<file path="src/rtl/cpu_pkg.sv">
// Shared definitions for the hardwired control unit: state encoding, opcodes,
// ALU operation codes and small opcode-decode helpers.
package cpu_pkg;

  localparam int OP_W = 5;
  typedef logic [OP_W-1:0] opcode_t;
  typedef logic [3:0] alu_t;

  typedef enum logic [3:0] {
    S_RST, S_T0, S_T1, S_T2, S_T3, S_T4, S_T5, S_T6, S_T7, S_HALT
  } state_t;

  localparam opcode_t OP_LD   = 5'd0,  OP_LDI  = 5'd1,  OP_ST   = 5'd2;
  localparam opcode_t OP_ADD  = 5'd3,  OP_SUB  = 5'd4,  OP_SHR  = 5'd5;
  localparam opcode_t OP_SHL  = 5'd6,  OP_ROR  = 5'd7,  OP_ROL  = 5'd8;
  localparam opcode_t OP_AND  = 5'd9,  OP_OR   = 5'd10, OP_ADDI = 5'd11;
  localparam opcode_t OP_ANDI = 5'd12, OP_ORI  = 5'd13, OP_MUL  = 5'd14;
  localparam opcode_t OP_DIV  = 5'd15, OP_NEG  = 5'd16, OP_NOT  = 5'd17;
  localparam opcode_t OP_BR   = 5'd18, OP_JR   = 5'd19, OP_JAL  = 5'd20;
  localparam opcode_t OP_IN   = 5'd21, OP_OUT  = 5'd22, OP_MFHI = 5'd23;
  localparam opcode_t OP_MFLO = 5'd24, OP_NOP  = 5'd25, OP_HALT = 5'd26;

  localparam alu_t ALU_AND = 4'd0, ALU_OR  = 4'd1, ALU_ADD = 4'd2,  ALU_SUB = 4'd3;
  localparam alu_t ALU_MUL = 4'd4, ALU_DIV = 4'd5, ALU_SHR = 4'd6,  ALU_SHL = 4'd7;
  localparam alu_t ALU_ROR = 4'd8, ALU_ROL = 4'd9, ALU_NEG = 4'd10, ALU_NOT = 4'd11;

  // Field order matches the port concatenation in control_unit.
  typedef struct packed {
    logic pc_out, zlow_out, zhigh_out, mdr_out, hi_out, lo_out, inport_out, c_out, ba_out, r_out;
    logic pc_in, mar_in, mdr_in, ir_in, y_in, zlow_in, zhigh_in, hi_in, lo_in, con_in, outport_in, r_in, inc_pc;
    logic gra, grb, grc;
    logic read, write;
    logic [1:0] mdr_read;
    alu_t control;
  } ctrl_t;

  function automatic logic is_rtype(opcode_t op);
    return (op >= OP_ADD) && (op <= OP_OR);
  endfunction

  function automatic logic is_imm(opcode_t op);
    return (op >= OP_ADDI) && (op <= OP_ORI);
  endfunction

  function automatic alu_t alu_code(opcode_t op);
    case (op)
      OP_SUB:           return ALU_SUB;
      OP_SHR:           return ALU_SHR;
      OP_SHL:           return ALU_SHL;
      OP_ROR:           return ALU_ROR;
      OP_ROL:           return ALU_ROL;
      OP_AND, OP_ANDI:  return ALU_AND;
      OP_OR, OP_ORI:    return ALU_OR;
      OP_MUL:           return ALU_MUL;
      OP_DIV:           return ALU_DIV;
      OP_NEG:           return ALU_NEG;
      OP_NOT:           return ALU_NOT;
      default:          return ALU_ADD;
    endcase
  endfunction

  // Final T-state of each instruction; the boundary back to T0 follows it.
  function automatic state_t last_step(opcode_t op);
    if (is_rtype(op) || is_imm(op) || op == OP_LDI) return S_T5;
    case (op)
      OP_LD, OP_ST:                        return S_T7;
      OP_MUL, OP_DIV, OP_BR:               return S_T6;
      OP_NEG, OP_NOT, OP_JAL:              return S_T4;
      OP_JR, OP_IN, OP_OUT, OP_MFHI, OP_MFLO: return S_T3;
      default:                             return S_T2;
    endcase
  endfunction

endpackage

</file>
<file path="src/rtl/mem_wait_timer.sv">
// Counts consecutive not-ready cycles in a memory wait state and flags the
// cycle in which the wait would reach MEM_TIMEOUT.
module mem_wait_timer #(
  parameter int MEM_TIMEOUT = 15
) (
  input  logic clk,
  input  logic reset,
  input  logic waiting,
  input  logic mem_ready,
  output logic first,
  output logic expire
);

  localparam int CW = $clog2(MEM_TIMEOUT + 1);
  localparam logic [CW-1:0] LAST = CW'(MEM_TIMEOUT - 1);

  logic [CW-1:0] count_reg;

  assign first  = (count_reg == '0);
  // A ready memory in the final cycle still completes the access.
  assign expire = waiting && !mem_ready && (count_reg == LAST);

  always_ff @(posedge clk or negedge reset) begin
    if (!reset)
      count_reg <= '0;
    else if (waiting && !mem_ready && !expire)
      count_reg <= count_reg + CW'(1);
    else
      count_reg <= '0;
  end

endmodule

</file>
<file path="src/rtl/control_unit.sv">
// Hardwired Moore control unit sequencing the single-bus datapath through
// fetch, decode and execute, with bounded memory waits and halt/stop control.
module control_unit
  import cpu_pkg::*;
#(
  parameter int MEM_TIMEOUT = 15,
  parameter int OPW         = 5
) (
  input  logic        clk,
  input  logic        reset,
  input  logic [31:0] IR,
  input  logic        Branch,
  input  logic        mem_ready,
  input  logic        stop,
  output logic        PCout, Zlowout, Zhighout, MDRout, HIout, LOout, InPortout, Cout, BAout, Rout,
  output logic        PCin, MARin, MDRin, IRin, Yin, Zlowin, Zhighin, HIin, LOin, CONin, OutPortin, Rin, IncPc,
  output logic        GRA, GRB, GRC,
  output logic        read, write,
  output logic [1:0]  mdr_read,
  output logic [3:0]  control,
  output logic        run,
  output logic        mem_fault
);

  state_t         state_reg, state_next, at_boundary;
  opcode_t        op;
  logic [OPW-1:0] op_field;
  logic           unused_ir;
  logic           waiting, first, expire;
  ctrl_t          ctrl;

  assign op_field  = IR[31 -: OPW];
  assign op        = opcode_t'(op_field);
  assign unused_ir = ^IR[31-OPW:0];

  assign waiting = (state_reg == S_T1) ||
                   (state_reg == S_T6 && op == OP_LD) ||
                   (state_reg == S_T7 && op == OP_ST);
  assign at_boundary = stop ? S_HALT : S_T0;

  mem_wait_timer #(.MEM_TIMEOUT(MEM_TIMEOUT)) u_timer (
    .clk       (clk),
    .reset     (reset),
    .waiting   (waiting),
    .mem_ready (mem_ready),
    .first     (first),
    .expire    (expire)
  );

  always_ff @(posedge clk or negedge reset) begin
    if (!reset) begin
      state_reg <= S_RST;
      mem_fault <= 1'b0;
    end else begin
      state_reg <= state_next;
      if (expire) mem_fault <= 1'b1;
    end
  end

  always_comb begin
    state_next = state_reg;
    case (state_reg)
      S_RST:  state_next = at_boundary;
      S_T0:   state_next = S_T1;
      S_HALT: state_next = S_HALT;
      S_T1, S_T2, S_T3, S_T4, S_T5, S_T6, S_T7: begin
        if (waiting && !mem_ready)
          state_next = expire ? S_HALT : state_reg;
        else if (state_reg == S_T2 && op == OP_HALT)
          state_next = S_HALT;
        else if (state_reg == last_step(op))
          state_next = at_boundary;
        else
          state_next = state_t'(state_reg + 4'd1);
      end
      default: state_next = S_RST;
    endcase
  end

  always_comb begin
    ctrl = '0;
    case (state_reg)
      S_T0: begin ctrl.pc_out = 1'b1; ctrl.mar_in = 1'b1; ctrl.inc_pc = 1'b1; ctrl.zlow_in = 1'b1; end
      S_T1: begin
        ctrl.zlow_out = 1'b1; ctrl.pc_in = first; ctrl.read = 1'b1;
        ctrl.mdr_read = 2'b01; ctrl.mdr_in = 1'b1;
      end
      S_T2: begin ctrl.mdr_out = 1'b1; ctrl.ir_in = 1'b1; end
      S_T3: begin
        if (is_rtype(op) || is_imm(op)) begin
          ctrl.grb = 1'b1; ctrl.r_out = 1'b1; ctrl.y_in = 1'b1;
        end else begin
          case (op)
            OP_LD, OP_LDI, OP_ST: begin ctrl.grb = 1'b1; ctrl.ba_out = 1'b1; ctrl.y_in = 1'b1; end
            OP_NEG, OP_NOT: begin
              ctrl.grb = 1'b1; ctrl.r_out = 1'b1; ctrl.control = alu_code(op); ctrl.zlow_in = 1'b1;
            end
            OP_MUL, OP_DIV: begin ctrl.gra = 1'b1; ctrl.r_out = 1'b1; ctrl.y_in = 1'b1; end
            OP_BR:   begin ctrl.grb = 1'b1; ctrl.r_out = 1'b1; ctrl.con_in = 1'b1; end
            OP_JR:   begin ctrl.gra = 1'b1; ctrl.r_out = 1'b1; ctrl.pc_in = 1'b1; end
            OP_JAL:  begin ctrl.pc_out = 1'b1; ctrl.grb = 1'b1; ctrl.r_in = 1'b1; end
            OP_IN:   begin ctrl.inport_out = 1'b1; ctrl.gra = 1'b1; ctrl.r_in = 1'b1; end
            OP_OUT:  begin ctrl.gra = 1'b1; ctrl.r_out = 1'b1; ctrl.outport_in = 1'b1; end
            OP_MFHI: begin ctrl.hi_out = 1'b1; ctrl.gra = 1'b1; ctrl.r_in = 1'b1; end
            OP_MFLO: begin ctrl.lo_out = 1'b1; ctrl.gra = 1'b1; ctrl.r_in = 1'b1; end
            default: ;
          endcase
        end
      end
      S_T4: begin
        if (is_rtype(op)) begin
          ctrl.grc = 1'b1; ctrl.r_out = 1'b1; ctrl.control = alu_code(op); ctrl.zlow_in = 1'b1;
        end else if (is_imm(op)) begin
          ctrl.c_out = 1'b1; ctrl.control = alu_code(op); ctrl.zlow_in = 1'b1;
        end else begin
          case (op)
            OP_LD, OP_LDI, OP_ST: begin ctrl.c_out = 1'b1; ctrl.control = ALU_ADD; ctrl.zlow_in = 1'b1; end
            OP_NEG, OP_NOT: begin ctrl.zlow_out = 1'b1; ctrl.gra = 1'b1; ctrl.r_in = 1'b1; end
            OP_MUL, OP_DIV: begin
              ctrl.grb = 1'b1; ctrl.r_out = 1'b1; ctrl.control = alu_code(op);
              ctrl.zlow_in = 1'b1; ctrl.zhigh_in = 1'b1;
            end
            OP_BR:  begin ctrl.pc_out = 1'b1; ctrl.y_in = 1'b1; end
            OP_JAL: begin ctrl.gra = 1'b1; ctrl.r_out = 1'b1; ctrl.pc_in = 1'b1; end
            default: ;
          endcase
        end
      end
      S_T5: begin
        if (is_rtype(op) || is_imm(op) || op == OP_LDI) begin
          ctrl.zlow_out = 1'b1; ctrl.gra = 1'b1; ctrl.r_in = 1'b1;
        end else begin
          case (op)
            OP_LD, OP_ST:   begin ctrl.zlow_out = 1'b1; ctrl.mar_in = 1'b1; end
            OP_MUL, OP_DIV: begin ctrl.zlow_out = 1'b1; ctrl.lo_in = 1'b1; end
            OP_BR: begin ctrl.c_out = 1'b1; ctrl.control = ALU_ADD; ctrl.zlow_in = 1'b1; end
            default: ;
          endcase
        end
      end
      S_T6: begin
        case (op)
          OP_LD: begin ctrl.read = 1'b1; ctrl.mdr_read = 2'b01; ctrl.mdr_in = 1'b1; end
          OP_ST: begin ctrl.gra = 1'b1; ctrl.r_out = 1'b1; ctrl.mdr_read = 2'b00; ctrl.mdr_in = 1'b1; end
          OP_MUL, OP_DIV: begin ctrl.zhigh_out = 1'b1; ctrl.hi_in = 1'b1; end
          OP_BR: begin ctrl.zlow_out = Branch; ctrl.pc_in = Branch; end
          default: ;
        endcase
      end
      S_T7: begin
        case (op)
          OP_LD: begin ctrl.mdr_out = 1'b1; ctrl.gra = 1'b1; ctrl.r_in = 1'b1; end
          OP_ST: ctrl.write = 1'b1;
          default: ;
        endcase
      end
      default: ;
    endcase
  end

  assign {PCout, Zlowout, Zhighout, MDRout, HIout, LOout, InPortout, Cout, BAout, Rout,
          PCin, MARin, MDRin, IRin, Yin, Zlowin, Zhighin, HIin, LOin, CONin, OutPortin, Rin, IncPc,
          GRA, GRB, GRC, read, write, mdr_read, control} = ctrl;
  assign run = (state_reg != S_RST) && (state_reg != S_HALT);

endmodule

</file>
<file path="config.mk">
export PLATFORM = sky130hd
export DESIGN_NAME = control_unit
export DESIGN_NICKNAME = d
export VERILOG_FILES = /design/src/rtl/cpu_pkg.sv /design/src/rtl/mem_wait_timer.sv /design/src/rtl/control_unit.sv
export SDC_FILE = /design/constraint.sdc
export NUM_CORES = 1
export LEC_CHECK = 0
export CAP_MARGIN = 25
export CORE_MARGIN = 8
export CORE_UTILIZATION = 30
export DETAILED_ROUTE_END_ITERATION = 10
export PLACE_DENSITY_LB_ADDON = 0.15
export SYNTH_ARGS = -nofsm -noshare
export SYNTH_HDL_FRONTEND = slang
export SYNTH_HIERARCHICAL = 1
export SYNTH_SLANG_ARGS = --single-unit
</file>
<file path="constraint.sdc">
create_clock -name clk -period 3.24 [get_ports clk]
set_clock_uncertainty 0.15 [all_clocks]
set_input_delay 0.648 -clock clk [delete_from_list [all_inputs] [get_ports clk]]
set_output_delay 0.648 -clock clk [all_outputs]
set_load 0.03 [all_outputs]
</file>
==> flow_summary_export.csv, run 1 <==
group,metric,value,unit
global_route,grt_pass1_vias,2135,
yosys,syn_nets,285,
sta,holdWs,321,ps
detailed_routing,ant_nets,0,
yosys,netlist.area_leader.share,0.140,
run,maxCapViolCount,0,
setup_path,rrSetupSlack,350,ps
detailed_routing,drtIter0Drc,96,
die,die_area,0.00798,mm^2
sta,fmax,313,MHz
yosys,yosys-top-cells-count,"nor2_1, nand2_1, a21oi_1, inv_1, ha_1",
setup_path,critPathKind,"input pin to primary output",
sta,setup_violations,0,
setup_path,rr_endpoint,"state_reg[2]$_DFFE_PN0P_",
sta,maxSlewViolCount,0,
cells_and_area,final_layout_size_suffix_gt1_frac,0.422,
yosys,synth-edff-count,0,
yosys,ys_ff_latch,9,
cells_and_area,antenna_cells,0,
die,die_width,89.3,um
detailed_routing,dr.pass1.iters,4,
setup_path,ff2ff_path_depth,10,
yosys,ys.flop_type,"dfrtp_1",
power,cellPowerDensity,464,mW/mm^2
sta,finalHoldViolCount,0,
yosys,ys_seq_area_frac,0.140,
global_route,grt_start_max_net_pins,14,
global_route,grtUsageTotal,0.161,
setup_path,crit_arrival,2400,ps
power,p_leak,1.33,nW
detailed_routing,drcViolationCount,0,
cells_and_area,final_nets,391,
detailed_routing,drt_wl_total,6250,um
yosys,post_synth_num_cell_types,59,
cells_and_area,fin_util,0.542,
global_route,grt_pass1_wl,10100,um
die,die_h,89.3,um
clock_tree,clockRootBuffer,"clkbuf_8",
clock_tree,path_clk_slew,40,ps
setup_path,cp-startpoint,"IR[27]",
yosys,syn-cell-area,0.00161,mm^2
setup_path,start_kind,"input pin",
setup_path,critPathMaxFanout,6,
cells_and_area,fillerInstances,544,
setup_path,endpoint_kind,"primary output",
global_route,overflow,0,
detailed_routing,viasPerCell,5.27,
outcome,status,"complete, no violations",
detailed_routing,wl_per_cell,15.2,um
sta,maxSlewHeadroom,0.554,
power,vdd_ir_drop_max,0.000415,V
clock_tree,cts_hold_buf,0,
yosys,synth_cells,236,
worst_hold_path,min_from,"mem_fault$_DFFE_PN0P_",
sta,period_needed,3200,ps
clock_tree,numCtsBuffers,3,
die,core-area,0.00514,mm^2
die,std_cell_rows,26,
worst_hold_path,holdPathEnd,"mem_fault$_DFFE_PN0P_",
yosys,syn_area_per_cell,6.83,um^2
die,io_pins,73,
worst_hold_path,min_delay_path_depth,1,
yosys,yosysMostFrequentCell,"nor2_1",
sta,grt_setup_unrepaired,"true",
global_route,antenna_found_initial,0,
placement,place.gp.congestion,0.923,
clock_tree,clk_latency,220,ps
worst_hold_path,hold_path_class,"register to register",
cells_and_area,area_growth,72.8,%
clock_tree,htreeDepth,1,
clock_tree,clock_path_buffers,2,
setup_path,crit_required,2440,ps
sta,fin_tns_setup,0,ps
clock_tree,cts_tree,"built",
yosys,async_flop_share,1.00,
yosys,yosys_warnings,6,
cells_and_area,instances_no_fill,411,
setup_path,r2r_start,"state_reg[0]$_DFFE_PN0P_",
die,start_util,0.314,
detailed_routing,vias,2166,
placement,dp_cells,400,
placement,port_buffers,44,
yosys,synth_top_cell_by_area,"dfrtp_1",
placement,dp_hpwl,5020,um
yosys,synthTopCellsByArea,"dfrtp_1, ha_1, nor2_1, nand2_1, a21oi_1",
sta,worstMarginPinSlew,668,ps
sta,post-route-period-util,0.987,
clock_tree,numClockSinks,9,
[power breakdown]
| part | switching (mW) | internal, mW | leakage (nW) |
|---|---|---|---|
| registers | 0.0272 | 0.138 | 0.121 |
| logic | 0.576 | 0.428 | 1.18 |
| clock network | 0.0376 | 0.0851 | 0.0228 |
[repair_timing]
action | in CTS | in global routing
setup endpoints to repair | 28 | 13
pin swaps | 9 | 6
buffers inserted | 5 | 2
resized for setup | 44 | 17
[final cells by class]
| type | count | area [um^2] | area share |
|---|---|---|---|
| multi-input combinational | 197 | 1410 | 0.505 |
| timing repair buffer | 117 | 968 | 0.348 |
| sequential | 9 | 225 | 0.0808 |
| tap | 70 | 87.6 | 0.0314 |
| inverter | 14 | 52.6 | 0.0189 |
| clock buffer | 4 | 45.0 | 0.0162 |
[through the flow]
stage               area [um^2]  setup WS (ps)  total power, mW
floorplan                  1660           -158            0.779
global placement           2540           -675             1.11
detailed placement         2540           -673             1.12
CTS                        2730           6.70             1.29
global route               2790          -49.0             1.40
finish                     2790           43.0             1.29
[cell usage in the layout, fill, tap and decap left out, types with 5 or more instances in the layout]
| cell | count |
|---|---|
| nand2_1 | 27 |
| a21oi_1 | 11 |
| nor2_1 | 28 |
| inv_1 | 14 |
| dfrtp_1 | 9 |
| buf_4 | 91 |
| clkdlybuf4s50_1 | 8 |
| nand2b_1 | 5 |
| buf_6 | 13 |
| o21ai_0 | 10 |
| ha_1 | 8 |
| nand3_1 | 9 |
[worst max-delay path: stages]
cell,delay (ps)
buf_8,100
buf_6,110
a2111o_1,450
o211ai_4,140
and2_4,200
buf_6,120
nand3_2,80
buf_6,180
a21oi_4,100
nor2_1,50
nand3_1,90
buf_6,130
[how the worst max path moves through the flow]
| stage | cells after the start | end | slack (ps) |
|---|---|---|---|
| 5_1_grt | 12 | GRA | -50 |
| 3_5_place_dp | 9 | Rout | -670 |
| 2_1_floorplan | 8 | control[2] | -160 |
| 3_3_place_gp | 9 | Rout | -680 |
| 4_1_cts | 10 | OutPortin | 7 |
| 6_report | 12 | GRA | 40 |
[per-layer routing]
metal	track usage	wire length (um)
met1	0.193	2710
met2	0.286	3080
met3	0.0211	375
met4	0.0574	83
met5	0	0
[kinds of logic (layout without fill, tap and decap cells)]
kind of cell,Yosys count,after routing,share of synthesized area
compound gates,62,62,0.279
buf+inv,30,135,0.0861
flops,9,9,0.140
other cells,1,1,0.00233
fa+ha+maj,12,12,0.0931
xor+xnor,6,6,0.0326
simple gates,116,116,0.368
Power figures use the tool's default switching activity.
==> run 2, diff against run 1 <==
--- a/config.mk
+++ b/config.mk
@@ -7,8 +7,9 @@
 export LEC_CHECK = 0
 export CAP_MARGIN = 25
 export CORE_MARGIN = 8
-export CORE_UTILIZATION = 30
+export CORE_UTILIZATION = 43
 export DETAILED_ROUTE_END_ITERATION = 10
+export GPL_ROUTABILITY_DRIVEN = 0
 export PLACE_DENSITY_LB_ADDON = 0.15
 export SYNTH_ARGS = -nofsm -noshare
 export SYNTH_HDL_FRONTEND = slang
==> run 2 against run 1 <==
Cell count is 4.9% lower. Clock-buffer cell count stayed put. Via count is 3.4% higher. Setup slack worse by 24 ps. Sequential power hardly changed. Routed wire length is 4.6% higher. Die area is 25% lower. Design area is 0.27% higher. Largest cell class unchanged.
==> flow_summary_export.csv, run 2 (synthesis results as in run 1) <==
group,metric,value,unit
detailed_routing,drtIter0Drc,253,
die,start_util,0.444,
die,std_cell_rows,22,
setup_path,ff2ff_path_depth,10,
setup_path,crit_buf_inv,4,
detailed_routing,ant_nets,0,
cells_and_area,multi_input_area,0.00146,mm^2
sta,grt_setup_unrepaired,"true",
placement,port_buffers,44,
setup_path,rrSetupSlack,380,ps
power,vdd_ir_drop_max,0.000533,V
detailed_routing,drcViolationCount,0,
setup_path,slowest_delay,300,ps
cells_and_area,seqCellArea,225,um^2
clock_tree,clk_latency,230,ps
setup_path,endpoint_kind,"primary output",
global_route,overflow,0,
cells_and_area,antenna_cells,0,
sta,fmax,310,MHz
sta,setup_violations,0,
setup_path,cp-startpoint,"IR[31]",
detailed_routing,drt_wl_total,6540,um
sta,maxSlewViolCount,0,
global_route,grt_pass1_wl,10200,um
sta,post-route-period-util,0.994,
clock_tree,cts_hold_buf,0,
sta,holdWs,309,ps
clock_tree,htreeDepth,1,
setup_path,r2r_start,"state_reg[0]$_DFFE_PN0P_",
setup_path,crit_arrival,2420,ps
power,cellPowerDensity,468,mW/mm^2
setup_path,start_kind,"input pin",
outcome,status,"complete, no violations",
setup_path,crit_family,"buffers and inverters",
setup_path,cp.depth,9,
die,die_width,77.2,um
cells_and_area,layout_commonest_cell,"buf_4",
sta,finalHoldViolCount,0,
placement,dp_hpwl,4660,um
setup_path,crit_required,2440,ps
sta,worstMarginPinSlew,505,ps
global_route,grt_pass1_vias,2248,
clock_tree,clockRootBuffer,"clkbuf_8",
global_route,grt_start_max_net_pins,14,
clock_tree,clock_path_buffers,2,
sta,period_needed,3220,ps
global_route,antenna_found_initial,0,
placement,place_ws,-783,ps
die,die_area,0.00597,mm^2
cells_and_area,final_layout_size_suffix_gt1_frac,0.446,
run,maxCapViolCount,0,
die,io_pins,73,
die,core-area,0.00363,mm^2
worst_hold_path,hold_path_class,"register to register",
die,die_h,77.2,um
clock_tree,numCtsBuffers,3,
setup_path,worstSetupEndpoint,"control[1]",
setup_path,rr_endpoint,"state_reg[2]$_DFFE_PN0P_",
detailed_routing,wl_per_cell,16.7,um
clock_tree,path_clk_slew,40,ps
setup_path,worstPathCellList,"dlygate4sd2_1 > buf_4 > nor3_1 > nand2b_1 > and3_1 > o221a_2 > buf_4 > a21oi_2 > buf_6",
setup_path,critPathKind,"input pin to primary output",
detailed_routing,viasPerCell,5.73,
detailed_routing,vias,2240,
cells_and_area,area_growth,73.2,%
setup_path,crit_top_cell,"buf_4",
power,p_leak,1.36,nW
clock_tree,cts_tree,"built",
sta,maxSlewHeadroom,0.662,
sta,finalWorstSetupSlack,18.6,ps
cells_and_area,fillerInstances,275,
setup_path,cp_slowest_cell,"nor3_1",
placement,dp_cells,378,
global_route,grtUsageTotal,0.203,
cells_and_area,final_nets,393,
clock_tree,numClockSinks,9,
cells_and_area,instances_no_fill,391,
setup_path,critPathMaxFanout,4,
detailed_routing,dr.pass1.iters,5,
cells_and_area,mostFrequentLayoutCells,"buf_4, nand2_1, nor2_1, inv_1, a21oi_1",
## run 2: cell types whose count changed in the layout (fill, tap and decap cells not counted), moves of 3 or more
cell	change
ha_4	+3
nor2_2	+3
ha_2	-4
o21ai_0	-3
buf_6	-3
buf_4	+6
## run 2: final cells by class
type,instances,area share
multi-input cells,197,0.523
repair buffers,119,0.340
flip-flops and latches,9,0.0806
well taps,48,0.0215
inverters,14,0.0188
clock buffers,4,0.0161
## run 2: through the flow
step	total power [mW]	instance area, um^2	TNS [ps]	utilization
finish	1.31	2790	0	0.769
global route	1.39	2790	-96.7	0.769
global placement	1.11	2500	-10730	0.687
CTS	1.28	2670	0	0.735
floorplan	0.779	1660	-198	-
detailed placement	1.12	2500	-11100	0.687
## run 2: how the worst min path moves through the flow
| stage | endpoint | start | slack [ps] | depth (start not counted) |
|---|---|---|---|---|
| after floorplan | mem_fault$_DFFE_PN0P_ | reset | 200 | 0 |
| after global placement | mem_fault$_DFFE_PN0P_ | mem_fault$_DFFE_PN0P_ | 300 | 1 |
| after detailed placement | mem_fault$_DFFE_PN0P_ | mem_fault$_DFFE_PN0P_ | 300 | 1 |
| after CTS | mem_fault$_DFFE_PN0P_ | mem_fault$_DFFE_PN0P_ | 320 | 1 |
| after global routing | mem_fault$_DFFE_PN0P_ | mem_fault$_DFFE_PN0P_ | 330 | 1 |
| final | mem_fault$_DFFE_PN0P_ | mem_fault$_DFFE_PN0P_ | 310 | 1 |
## run 2: timing repair
action,CTS,global route
pin swaps,9,17
hold endpoints to repair,0,0
endpoints found under the setup margin,28,19
resized for setup,38,32
setup buffers,6,3
gates cloned,0,0
## run 2: report_power, final
| part | total [mW] | internal, mW | switching [mW] |
|---|---|---|---|
| clock network | 0.127 | 0.0855 | 0.0420 |
| registers | 0.167 | 0.138 | 0.0283 |
| logic | 1.01 | 0.426 | 0.586 |
| total | 1.31 | 0.650 | 0.657 |
## run 2: metal layers
layer | up-vias | track usage | part of all wire
li1 | 1059 | - | -
met1 | 1019 | 0.230 | 0.38
met2 | 134 | 0.354 | 0.50
met3 | 28 | 0.0256 | 0.076
met4 | 0 | 0.117 | 0.039
met5 | - | 0 | 0
